--- src/rtl/reg_read_port_pkg.sv ---
// Shared constants and response-buffer state encoding for the register read port.
package reg_read_port_pkg;

  localparam int DATA_W = 16;
  localparam int AW     = 3;
  localparam int NREG   = 2 ** AW;

  // The response buffer state doubles as resp_valid.
  typedef enum logic {
    EMPTY = 1'b0,
    FULL  = 1'b1
  } state_t;

endpackage : reg_read_port_pkg

--- src/rtl/reg_scoreboard.sv ---
// Busy scoreboard: one bit per register with a pending producer.
// Also gives the two-operand hazard lookup, where a same-cycle writeback
// counts as resolved because its data is bypassed.
module reg_scoreboard
  import reg_read_port_pkg::*;
(
  input  logic            clk,
  input  logic            reset,
  input  logic            set_en,
  input  logic [AW-1:0]   set_idx,
  input  logic            clr_en,
  input  logic [AW-1:0]   clr_idx,
  input  logic [AW-1:0]   ra,
  input  logic [AW-1:0]   rb,
  output logic [NREG-1:0] busy,
  output logic            hazard
);

  logic haz_a;
  logic haz_b;

  // Hazard lookup for both operands, masking a register being written back now.
  always_comb begin
    haz_a  = busy[ra] && !(clr_en && (clr_idx == ra));
    haz_b  = busy[rb] && !(clr_en && (clr_idx == rb));
    hazard = haz_a || haz_b;
  end

  // Busy vector update; the set is applied after the clear so a new producer wins.
  always_ff @(posedge clk) begin
    if (!reset) begin
      busy <= '0;
    end else begin
      if (clr_en) busy[clr_idx] <= 1'b0;
      // NOTE: with non-blocking assignments the last write in the block wins,
      // which is how set-over-clear priority is expressed here.
      if (set_en) busy[set_idx] <= 1'b1;
    end
  end

endmodule : reg_scoreboard

--- src/rtl/reg_read_port.sv ---
// Read side of the CPU register state: 8 x 16-bit register file with one
// writeback port, a two-operand read port with valid/ready handshake, a
// one-entry registered response buffer and a busy scoreboard.
module reg_read_port
  import reg_read_port_pkg::*;
(
  input  logic              clk,
  input  logic              reset,
  input  logic              req_valid,
  output logic              req_ready,
  input  logic [AW-1:0]     ra,
  input  logic [AW-1:0]     rb,
  input  logic              issue_en,
  input  logic [AW-1:0]     issue_dst,
  output logic              resp_valid,
  input  logic              resp_ready,
  output logic [DATA_W-1:0] qa,
  output logic [DATA_W-1:0] qb,
  input  logic              wb_en,
  input  logic [AW-1:0]     wb_addr,
  input  logic [DATA_W-1:0] wb_data,
  output logic [NREG-1:0]   busy
);

  logic [DATA_W-1:0] regs [NREG];
  logic [DATA_W-1:0] op_a;
  logic [DATA_W-1:0] op_b;
  logic              hazard;
  logic              accept;
  state_t            state;

  reg_scoreboard u_scoreboard (
    .clk     (clk),
    .reset   (reset),
    .set_en  (accept && issue_en),
    .set_idx (issue_dst),
    .clr_en  (wb_en),
    .clr_idx (wb_addr),
    .ra      (ra),
    .rb      (rb),
    .busy    (busy),
    .hazard  (hazard)
  );

  // Operand select with same-cycle writeback bypass.
  always_comb begin
    // NOTE: every output of a combinational block gets a default first so no
    // path leaves it unassigned and no latch is inferred.
    op_a = regs[ra];
    op_b = regs[rb];
    if (wb_en && (wb_addr == ra)) op_a = wb_data;
    if (wb_en && (wb_addr == rb)) op_b = wb_data;
  end

  assign resp_valid = (state == FULL);
  assign req_ready  = !hazard && (!resp_valid || resp_ready);
  assign accept     = req_valid && req_ready;

  // Register file writeback; reset clears every architectural register.
  always_ff @(posedge clk) begin
    if (!reset) begin
      // NOTE: this array is reset on purpose because software-visible state
      // must read zero after reset, so it maps to flops rather than a RAM macro.
      for (int i = 0; i < NREG; i++) regs[i] <= '0;
    end else if (wb_en) begin
      regs[wb_addr] <= wb_data;
    end
  end

  // Response buffer FSM with registered operand outputs.
  always_ff @(posedge clk) begin
    if (!reset) begin
      state <= EMPTY;
      qa    <= '0;
      qb    <= '0;
    end else begin
      case (state)
        EMPTY: begin
          if (accept) begin
            state <= FULL;
            qa    <= op_a;
            qb    <= op_b;
          end
        end
        FULL: begin
          if (accept) begin
            state <= FULL;
            qa    <= op_a;
            qb    <= op_b;
          end else if (resp_ready) begin
            state <= EMPTY;
          end
        end
        default: state <= EMPTY;
      endcase
    end
  end

endmodule : reg_read_port
--- config.mk ---
export PLATFORM = sky130hd
export DESIGN_NAME = reg_read_port
export DESIGN_NICKNAME = d
export VERILOG_FILES = /design/src/rtl/reg_read_port_pkg.sv /design/src/rtl/reg_scoreboard.sv /design/src/rtl/reg_read_port.sv
export SDC_FILE = /design/constraint.sdc
export NUM_CORES = 1
export LEC_CHECK = 0
export BUFFER_PORTS_ARGS = -buffer_cell sky130_fd_sc_hd__buf_4
export CORE_AREA = 3 3 192 194
export DETAILED_ROUTE_END_ITERATION = 10
export DIE_AREA = 0 0 195 197
export HOLD_SLACK_MARGIN = 0.12
export SYNTH_ARGS = -nofsm -noshare
export SYNTH_HDL_FRONTEND = slang
export SYNTH_SLANG_ARGS = --single-unit
--- constraint.sdc ---
create_clock -name clk -period 4.3 [get_ports clk]
set_input_delay 0.645 -clock clk [delete_from_list [all_inputs] [get_ports clk]]
set_output_delay 0.645 -clock clk [all_outputs]
set_load 0.005 [all_outputs]
Yosys cells after proc, flatten, opt, wreduce, memory -nomap -nowiden
Memory sizes are Yosys's and may differ from the RTL's. A register that Yosys moved wholly into a read port is not among the register bits.
Cells that the tools add are included.

storage, ports and cells
  register bits = 9
  memory bits (writable) = 128
  bits of input ports = 34
  output and inout port bits = 42
  word-level logic and storage cells = 55
  memories = 1

cells by class
  order comparisons = 6
  equality and inequality tests = 2
  multiplexer cells = 22
  bitwise gates (word level) = 4
  reduce and logical (&&, ||, !) cells = 18

memories
  memory  depth  bits a word  read ports  clocked after Yosys merged registers in  write ports  RTL line             RTL
  regs    8      16           2           2                                        8            reg_read_port.sv:25  logic [DATA_W-1:0] regs [NREG];

operators with widths
  kind                                                                                  count
  8-bit two-way mux                                                                     3
  3-bit by 4-bit < comparator with 1-bit output (second input constant)                 4
  16-bit two-way mux                                                                    1
  16-bit OR reduction                                                                   1
  1-bit two-way mux                                                                     12
  1-bit logical AND                                                                     9
  8-bit AND                                                                             1
  8-bit inverter                                                                        1
  8-bit bitwise OR                                                                      1
  1-bit binary-select mux with 3-bit select                                             2
  1-bit demux with 3-bit select                                                         2
  3-bit equality test                                                                   2
  3-bit by 1-bit greater-or-equal comparator with 1-bit output (second input constant)  2
  1-bit logical NOT                                                                     6
  3-bit two-way mux                                                                     1
  1-bit logical OR                                                                      2
  1-bit case mux with 2 select lines                                                    1
  1-bit inverter                                                                        1

Logic depth before layout (Yosys ltp)
Gate-level depths: netlist of run 1.

  depth after elaboration = 10
  gate-level depth with buffers = 8
  depth with buffers taken out = 5

Hierarchy
From an unflattened synthesis of run 1, not the netlist that was laid out.

second synthesis, totals
  cells, all modules = 596
  area, all modules = 8803.4 µm²

modules (own cells, without submodules)
  module          instances  cells an instance  area each (µm²)  seq. area each (µm²)
  reg_read_port   1          538                8240.4           4504.3
  reg_scoreboard  1          58                 563.0            160.2

Least setup slack after synthesis of run 1
No wires, ideal clock.

  path type = input port to flip-flop
  start = in wb_addr[1]
  end = reg u_scoreboard.busy[6]
  setup time = 116 ps
  arrival = 2620 ps
  required time = 4184 ps
  setup slack = 1563 ps
  cell stages on the path = 5
  buffers on the path = 1
  cells stage by stage = clkbuf_1 > nand2_1 > o21ai_0 > nor2_1 > a41o_1

on the way
  longest elaborated chain between the ends = 10
  elaborated cells between the ends (all ways) = 24
  those cells by class = 2 x order compare; 2 x eq/ne; 5 x mux; 3 x bitwise; 12 x reduce/logical

ends and longest elaborated chain
  item                                                                                               RTL line                                                          RTL
  from (decl)                                                                                        reg_read_port.sv:20                                               input logic [AW-1:0] wb_addr,
  3-bit by 4-bit < comparator with 1-bit output (implied by the code), or another cell as far along  reg_scoreboard.sv:34                                              if (clr_en) busy[clr_idx] <= 1'b0;
  1-bit logical AND (on tied branches)                                                               reg_scoreboard.sv:34, reg_scoreboard.sv:24, reg_scoreboard.sv:25
  1-bit two-way mux (implied by the code), or another cell as far along                              reg_scoreboard.sv:34
  1-bit demux with 3-bit select, or another cell as far along                                        n/a
  8-bit inverter (no line) or 1-bit logical OR (tied branches)                                       n/a
  8-bit AND (no line) or 1-bit logical NOT (tied branches)                                           n/a
  8-bit two-way mux or 1-bit logical AND (tied branches)                                             reg_scoreboard.sv:34, reg_read_port.sv:56
  8-bit two-way mux or 1-bit logical AND (tied branches)                                             reg_scoreboard.sv:31, reg_read_port.sv:57
  8-bit bitwise OR (no line) or 1-bit logical AND (tied branches)                                    n/a
  8-bit two-way mux *                                                                                reg_scoreboard.sv:37                                              if (set_en) busy[set_idx] <= 1'b1;
  to (signal assigned)                                                                               reg_scoreboard.sv:32                                              busy <= '0;
  to (signal, indexed assignment)                                                                    reg_scoreboard.sv:34
  to (signal, indexed assignment)                                                                    reg_scoreboard.sv:37
  to (decl)                                                                                          reg_scoreboard.sv:15                                              output logic [NREG-1:0] busy,

Mark *: on every way between the ends. The rest lies on a longest branch, timed or not. The select of a mux whose other input is x is not followed.
A chain may end at the register's enable or synchronous reset.

Final worst setup path of run 1
  start = in rb[1]
  end = out req_ready

on the way
  longest elaborated chain between the ends = 7
  elaborated cells between the ends (all ways) = 9
  those cells by class = 1 x eq/ne; 2 x mux; 6 x reduce/logical

ends and longest elaborated chain
  item                                                                               RTL line              RTL
  from (decl)                                                                        reg_read_port.sv:12   input logic [AW-1:0] rb,
  branches (longest 3 deep; another with 1-bit binary-select mux with 3-bit select)  n/a
  1-bit logical AND *                                                                reg_scoreboard.sv:25  haz_b = busy[rb] && !(clr_en && (clr_idx == rb));
  1-bit logical OR *                                                                 reg_scoreboard.sv:26  hazard = haz_a || haz_b;
  1-bit logical NOT *                                                                reg_read_port.sv:56   assign req_ready = !hazard && (!resp_valid || resp_ready);
  1-bit logical AND *                                                                reg_read_port.sv:56
  to (decl)                                                                          reg_read_port.sv:10   output logic req_ready,

Every way passes the cells marked *. The select of a mux whose other input is x is not followed.

==> metrics.txt, run 1 <==
wire per inst 20.72 um; Post-CTS Setup Bufs 0; H-tree levels 4; leak pwr 3.809 nW; Synthesized Nets 685; critical path endpoint category output port; vias in the first global route 5895; Worst EP required 3650 ps; Final Hold Viols 0; Final Max Tran Viols 0; Max Cap Viol 0; antenna violations before repair 4; Synth Cell Area 0.008797 sq mm; Hold Slack 458.2 ps; WHS Path Cells 2; Worst path most repeated cell buf_4; n_diodes 0; layout cells sized above 1 0.2808; post-synthesis cell type count 38; Congestion Overflow GR 0; Cell Pwr Density 380.1 mW/mm^2; final WL 24680 um; Seq cells post-synth 169; Slew Limit Headroom 0.4070; Core Region 0.03540 sq mm; status complete, no violations; Mapped Cells 651; start of the worst register-to-register path u_scoreboard.busy[6]$_SDFF_PN0_; finished layout cell area 0.01051 sq mm; Max Clk Rate 0.3506 GHz; Fin Setup TNS 0 ps; critical path arrival 2210 ps; WS Path Type in2out; GR Util All Layers 0.1301; clk root buf clkbuf_16; sequential cell area fraction in the yosys report 0.5302; Avg Cell Area, Syn 13.51 sq um; row count 69; Pre-antenna DRT Iters 5; Post-CTS Resized 0; vias per cell 4.757; most common cell after layout, fill and taps aside and2_1; CTS buffer count 17; clock slew at reported path FFs 60 ps; Max VDD drop 212.8 uV; via count 5666; die height 197 um; full die area 0.03842 sq mm; first-pass GRT wire length 37030 um; worst path cell trace buf_4, xnor2_1, nand4_1, a31o_2, nor2_1, buf_4; final worst-path cycle share 0.6633; most frequent cells in the layout 129 x and2_1, 128 x edfxtp_1, 97 x buf_4; clock buffer depth 2; Syn-to-layout area delta 19.47%; minimum clock period after layout 2852 ps; Worst Hold Class reg2reg; Starting DRT DRC Count 563; Crit path max-delay family buffers and inverters; Setup violations, final 0; CTS tree yes; Worst Tran Pin Value 888.5 ps; routability cong. 0.7815; Detail Route Antenna Nets 0; Syn. warnings 0; clk sinks 169; Layout Nets 751; Hold Path End qb[4]$_SDFFE_PN0P_; Die W 195 um; Placed Instance Area 0.009932 sq mm; initial core utilization 0.2485; clock skew 8.279 ps; reg-to-reg endpoint qb[2]$_SDFFE_PN0P_; min-delay src qb[4]$_SDFFE_PN0P_; FILL cells 3555; CP max FO 36; crit path launch type primary input; drt drc 0; post-route non-filler standard cell count 1191; Clock Latency Late Sink 440 ps; slowest CP cell buf_4; RSZ-0062 raised after global routing false; flop2flop setup slack 1850 ps; port buffer count 75; Ports 76; hpwl dp 16220 um; largest net degree at the start of global routing 42; R2R depth 6; # hold bufs at CTS 0; Post-Route Utilization 0.2969; DP Cell Count 1159; WP buf/inv 2; crit-path max cell delay 440 ps
cell families (layout without fill, tap and decap cells):
| kind of cell | Yosys count | in the layout | share of synthesized area |
|---|---|---|---|
| simple gates | 218 | 218 | 0.1363 |
| flops | 169 | 169 | 0.5302 |
| mux | 134 | 134 | 0.2479 |
| compound gates | 65 | 65 | 0.05177 |
| buf+inv | 59 | 138 | 0.02788 |
| xor+xnor | 6 | 6 | 0.005974 |
cells in the mapped netlist (all sizes together):
cell | instances | area (sq um)
and2 | 129 | 807.0
edfxtp | 128 | 3844
mux4 | 67 | 1509
mux2i | 66 | 660.6
nand2 | 52 | 195.2
dfxtp | 41 | 820.8
clkbuf | 34 | 127.6
o211ai | 32 | 240.2
o21ai | 20 | 100.1
nor2 | 17 | 63.81
buf | 16 | 83.83
inv | 9 | 33.78
xnor2 | 6 | 52.55
nand2b | 4 | 25.02
nor3 | 4 | 20.02
a31o | 3 | 26.28
nor2b | 3 | 18.77
a32o | 2 | 20.02
a41o | 2 | 20.02
nand4 | 2 | 12.51
nor3b | 2 | 26.28
o31ai | 2 | 15.01
or2 | 2 | 12.52
a22o | 1 | 8.760
a22oi | 1 | 7.510
a2bb2o | 1 | 10.01
and3 | 1 | 6.260
mux2 | 1 | 11.26
nand3 | 1 | 5.000
nor4 | 1 | 6.260
o21a | 1 | 7.510
how the worst max path moves through the flow:
stage	start	end	slack (ps)	cells after the start
floorplan	wb_addr[1]	u_scoreboard.busy[6]$_SDFF_PN0_	1560	5
global placement	rb[1]	qb[5]$_SDFFE_PN0P_	1290	7
detailed placement	rb[1]	qb[2]$_SDFFE_PN0P_	1230	7
CTS	rb[1]	req_ready	1450	6
global route	rb[1]	req_ready	1330	6
finish	rb[1]	req_ready	1450	6
metal layers:
metal	up-vias	wire, um	GRT usage
li1	2582	-	-
met1	2834	10360	0.1645
met2	197	11940	0.2171
met3	45	1660	0.03248
met4	8	678	0.04753
met5	-	42	0
flip-flops by register name, summed over array words and instances, names as in the netlist:
register and flops:
u_scoreboard.busy 8, resp_valid 1, regs 128, qb 16
qa 16
where the power goes:
group | switching [mW] | total [mW] | internal (mW)
logic | 0.285 | 0.551 | 0.266
registers | 0.0556 | 1.93 | 1.87
clock network | 0.661 | 1.52 | 0.856
total | 1.00 | 4.00 | 2.99
tightest hold or removal path, cell delays in order (launching register included):
cell and delay (ps):
dfxtp_1 310, nand2_1 50, mux2i_1 50
cell type report:
| type | instances | area (sq um) | share of cell area |
|---|---|---|---|
| timing repair buffer | 97 | 728.2 | 0.06929 |
| tap | 461 | 576.8 | 0.05488 |
| inverter | 9 | 33.78 | 0.003214 |
| sequential | 169 | 4664 | 0.4438 |
| clock buffer | 18 | 429.2 | 0.04083 |
| clock inverter | 14 | 148.9 | 0.01417 |
| multi-input combinational | 423 | 3929 | 0.3738 |
metrics by stage:
stage | power (mW) | worst slack [ps]
after detailed placement | 2.521 | 1229
after global placement | 2.512 | 1289
after floorplan | 2.289 | 1563
after global routing | 4.143 | 1331
after CTS | 4.023 | 1451
final | 3.995 | 1448
No activity file was read; power rests on OpenSTA's default activity.
==> run 2: changes to the inputs <==
--- a/config.mk
+++ b/config.mk
@@ -5,10 +5,11 @@
 export SDC_FILE = /design/constraint.sdc
 export NUM_CORES = 1
 export LEC_CHECK = 0
+export ABC_AREA = 1
 export BUFFER_PORTS_ARGS = -buffer_cell sky130_fd_sc_hd__buf_4
-export CORE_AREA = 3 3 192 194
+export CORE_AREA = 3 3 195 197
 export DETAILED_ROUTE_END_ITERATION = 10
-export DIE_AREA = 0 0 195 197
+export DIE_AREA = 0 0 198 200
 export HOLD_SLACK_MARGIN = 0.12
 export SYNTH_ARGS = -nofsm -noshare
 export SYNTH_HDL_FRONTEND = slang
==> constraint.sdc (replaced) <==
create_clock -name clk -period 2.6 [get_ports clk]
set_input_delay 0.39 -clock clk [delete_from_list [all_inputs] [get_ports clk]]
set_output_delay 0.39 -clock clk [all_outputs]
set_load 0.005 [all_outputs]
==> metrics.txt, run 2 <==
via count 8333 (was 5666); post-synthesis cell type count 24 (was 38); Post-Route Utilization 0.2964 (was 0.2969); Max Cap Viol 0 (unchanged); clk root buf clkbuf_16 (unchanged); Max VDD drop 483.1 uV (was 212.8 uV); minimum clock period after layout 1906 ps; clk sinks 169 (unchanged); Ports 76 (unchanged); Cell Pwr Density 638.2 mW/mm^2 (was 380.1 mW/mm^2); RSZ-0062 raised after global routing false (unchanged); critical path arrival 1520 ps (was 2210 ps); clock skew 6.296 ps (was 8.279 ps); Starting DRT DRC Count 1061 (was 563); vias in the first global route 7932 (was 5895); Mapped Cells 1170 (was 651); die height 200 um (was 197 um); CTS buffer count 17 (unchanged); Detail Route Antenna Nets 0 (unchanged); clock slew at reported path FFs 70 ps (was 60 ps); Post-CTS Resized 0 (unchanged); port buffer count 75 (unchanged); Fin Setup TNS 0 ps (unchanged); WS Path Type reg2out (was in2out); Hold Slack 269.4 ps (was 458.2 ps); drt drc 0 (unchanged); Seq cells post-synth 169 (unchanged); status complete, no violations (unchanged); start of the worst register-to-register path u_scoreboard.busy[6]$_SDFF_PN0_ (unchanged); clock buffer depth 2 (unchanged); Synth Cell Area 0.009027 sq mm (was 0.008797 sq mm); hpwl dp 19620 um (was 16220 um); Layout Nets 1261 (was 751); Top reg by flops regs (unchanged); Syn. warnings 0 (unchanged); Synthesized Nets 1204 (was 685); reg-to-reg endpoint qb[15]$_SDFFE_PN0P_ (was qb[2]$_SDFFE_PN0P_); wire per inst 17.92 um (was 20.72 um); ys async rst share 0 (unchanged); layout cells sized above 1 0.1242 (was 0.2808); min-delay src req_valid (was qb[4]$_SDFFE_PN0P_); Largest regs regs x128, qa x16, qb x16 (unchanged); Final Hold Viols 0 (unchanged); Hold Path End u_scoreboard.busy[1]$_SDFF_PN0_ (was qb[4]$_SDFFE_PN0P_); leak pwr 4.545 nW (was 3.809 nW); Post-synth top flop edfxtp_1 (unchanged); CTS tree yes (unchanged); largest net degree at the start of global routing 97 (was 42); final worst-path cycle share 0.7329; crit path launch type flop (was primary input); n_diodes 0 (unchanged); first-pass GRT wire length 46040 um (was 37030 um); Synth area leader edfxtp_1 (unchanged); WHS Path Cells 3 (was 2); Die W 198 um (was 195 um); CP max FO 3 (was 36); Congestion Overflow GR 0 (unchanged); Clock Latency Late Sink 430 ps (was 440 ps); Setup violations, final 0 (unchanged); antenna violations before repair 0 (was 4); post-synth top area share 0.4258 (was 0.4369); GR Util All Layers 0.1532 (was 0.1301); most common cell after layout, fill and taps aside nand2_1 (was and2_1); flop2flop setup slack 890 ps (was 1850 ps); max FFs per register 128 (unchanged); Worst Hold Class in2reg (was reg2reg); critical path endpoint category output port (unchanged); Core Region 0.03643 sq mm (was 0.03540 sq mm); synth top area cells edfxtp_1 43%, nand2_1 13%, nor2_1 10% (was edfxtp_1 44%, mux4_2 17%, dfxtp_1 9.3%); Worst Tran Pin Value 700.1 ps (was 888.5 ps); row count 70 (was 69); Final Max Tran Viols 0 (unchanged); # hold bufs at CTS 0 (unchanged); most common cell in the netlist nand2_1 (was and2_1); final WL 30600 um (was 24680 um); Syn-to-layout area delta 19.64% (was 19.47%); most frequent cells in the layout 308 x nand2_1, 245 x nor2_1, 128 x edfxtp_1 (was 129 x and2_1, 128 x edfxtp_1, 97 x buf_4); sequential cell area fraction in the yosys report 0.5167 (was 0.5302); full die area 0.03960 sq mm (was 0.03842 sq mm); vias per cell 4.879 (was 4.757); Worst EP required 2210 ps (was 3650 ps); FILL cells 3860 (was 3555); Max Clk Rate 0.5248 GHz; Post-CTS Setup Bufs 0 (unchanged); Post-synth EDFFs 128 (unchanged); Pre-antenna DRT Iters 5 (unchanged); initial core utilization 0.2478 (was 0.2485); R2R depth 11 (was 6); most frequent cells after synthesis 308 x nand2_1, 245 x nor2_1, 128 x edfxtp_1 (was 129 x and2_1, 128 x edfxtp_1, 67 x mux4_2); Avg Cell Area, Syn 7.716 sq um (was 13.51 sq um); H-tree levels 4 (unchanged); Slew Limit Headroom 0.5321 (was 0.4070); routability cong. 0.8962 (was 0.7815)
==> run 2: cell types whose count changed after synthesis, sizes merged, moves of 16 or more <==
cell and delta:
nor2 +231, mux4 -67, and2 -129, clkinv +16, o22ai +32, o211ai +32, inv +84, a21oi +34
buf +16, nand2 +257, o21ai +54, mux2i -66, nand3 +51
==> run 2: critical path: stages (launching register included) <==
cell	delay, ps
dfxtp_1	320
inv_1	110
nand2_1	60
nand3_1	100
nand3_1	90
nand3_1	80
nand2_1	80
nor2_4	120
buf_4	130
==> run 2: layout make-up <==
class	instances	area, sq um	share of cell area
Inverter	109	409.1	0.03788
Multi-Input combinational cell	816	3615	0.3347
Tap cell	468	585.6	0.05422
Clock inverter	14	178.9	0.01657
Timing Repair Buffer	114	918.4	0.08503
Sequential cell	169	4664	0.4319
Clock buffer	18	429.2	0.03974
==> run 2: worst max path at each step <==
stage	start	endpoint	slack, ps	depth (start not counted)
final	u_scoreboard.busy[6]$_SDFF_PN0_	req_ready	690	8
after CTS	u_scoreboard.busy[6]$_SDFF_PN0_	req_ready	670	8
after detailed placement	reset	regs[0][14]$_SDFFCE_PN0P_	540	4
after global routing	u_scoreboard.busy[4]$_SDFF_PN0_	req_ready	580	8
after floorplan	reset	regs[5][0]$_SDFFCE_PN0P_	790	5
after global placement	reset	regs[0][14]$_SDFFCE_PN0P_	560	4
==> run 2: per-layer routing <==
layer,vias to the layer above,share of wire,global-route usage
met4,0,0.031,0.06632
met2,446,0.45,0.2426
met3,72,0.097,0.02769
met5,-,0,0
li1,3951,-,-
met1,3864,0.42,0.2067
==> run 2: cell families (layout without fill, tap and decap cells) <==
group	count (synthesis)	count (layout)	share of synthesized area
compound gates	205	205	0.1361
buf+inv	185	255	0.08288
flops	169	169	0.5167
xor+xnor	1	1	0.0009704
simple gates	610	610	0.2633
==> run 2: metrics by stage <==
step	instance area, sq um	total power [mW]	worst slack (ps)	std cells
detailed placement	10190	4.258	537.9	1676
finish	10800	6.893	694.4	1708
floorplan	9027	3.828	792.6	1170
CTS	10800	6.906	672.9	1708
global placement	10190	4.237	561.3	1676
global route	10800	7.147	575.6	1708
==> run 2: where the power goes <==
| part | switching, mW | internal, mW | total, mW |
|---|---|---|---|
| clock | 1.09 | 1.60 | 2.69 |
| sequential | 0.0969 | 3.08 | 3.18 |
| combinational | 0.665 | 0.361 | 1.03 |
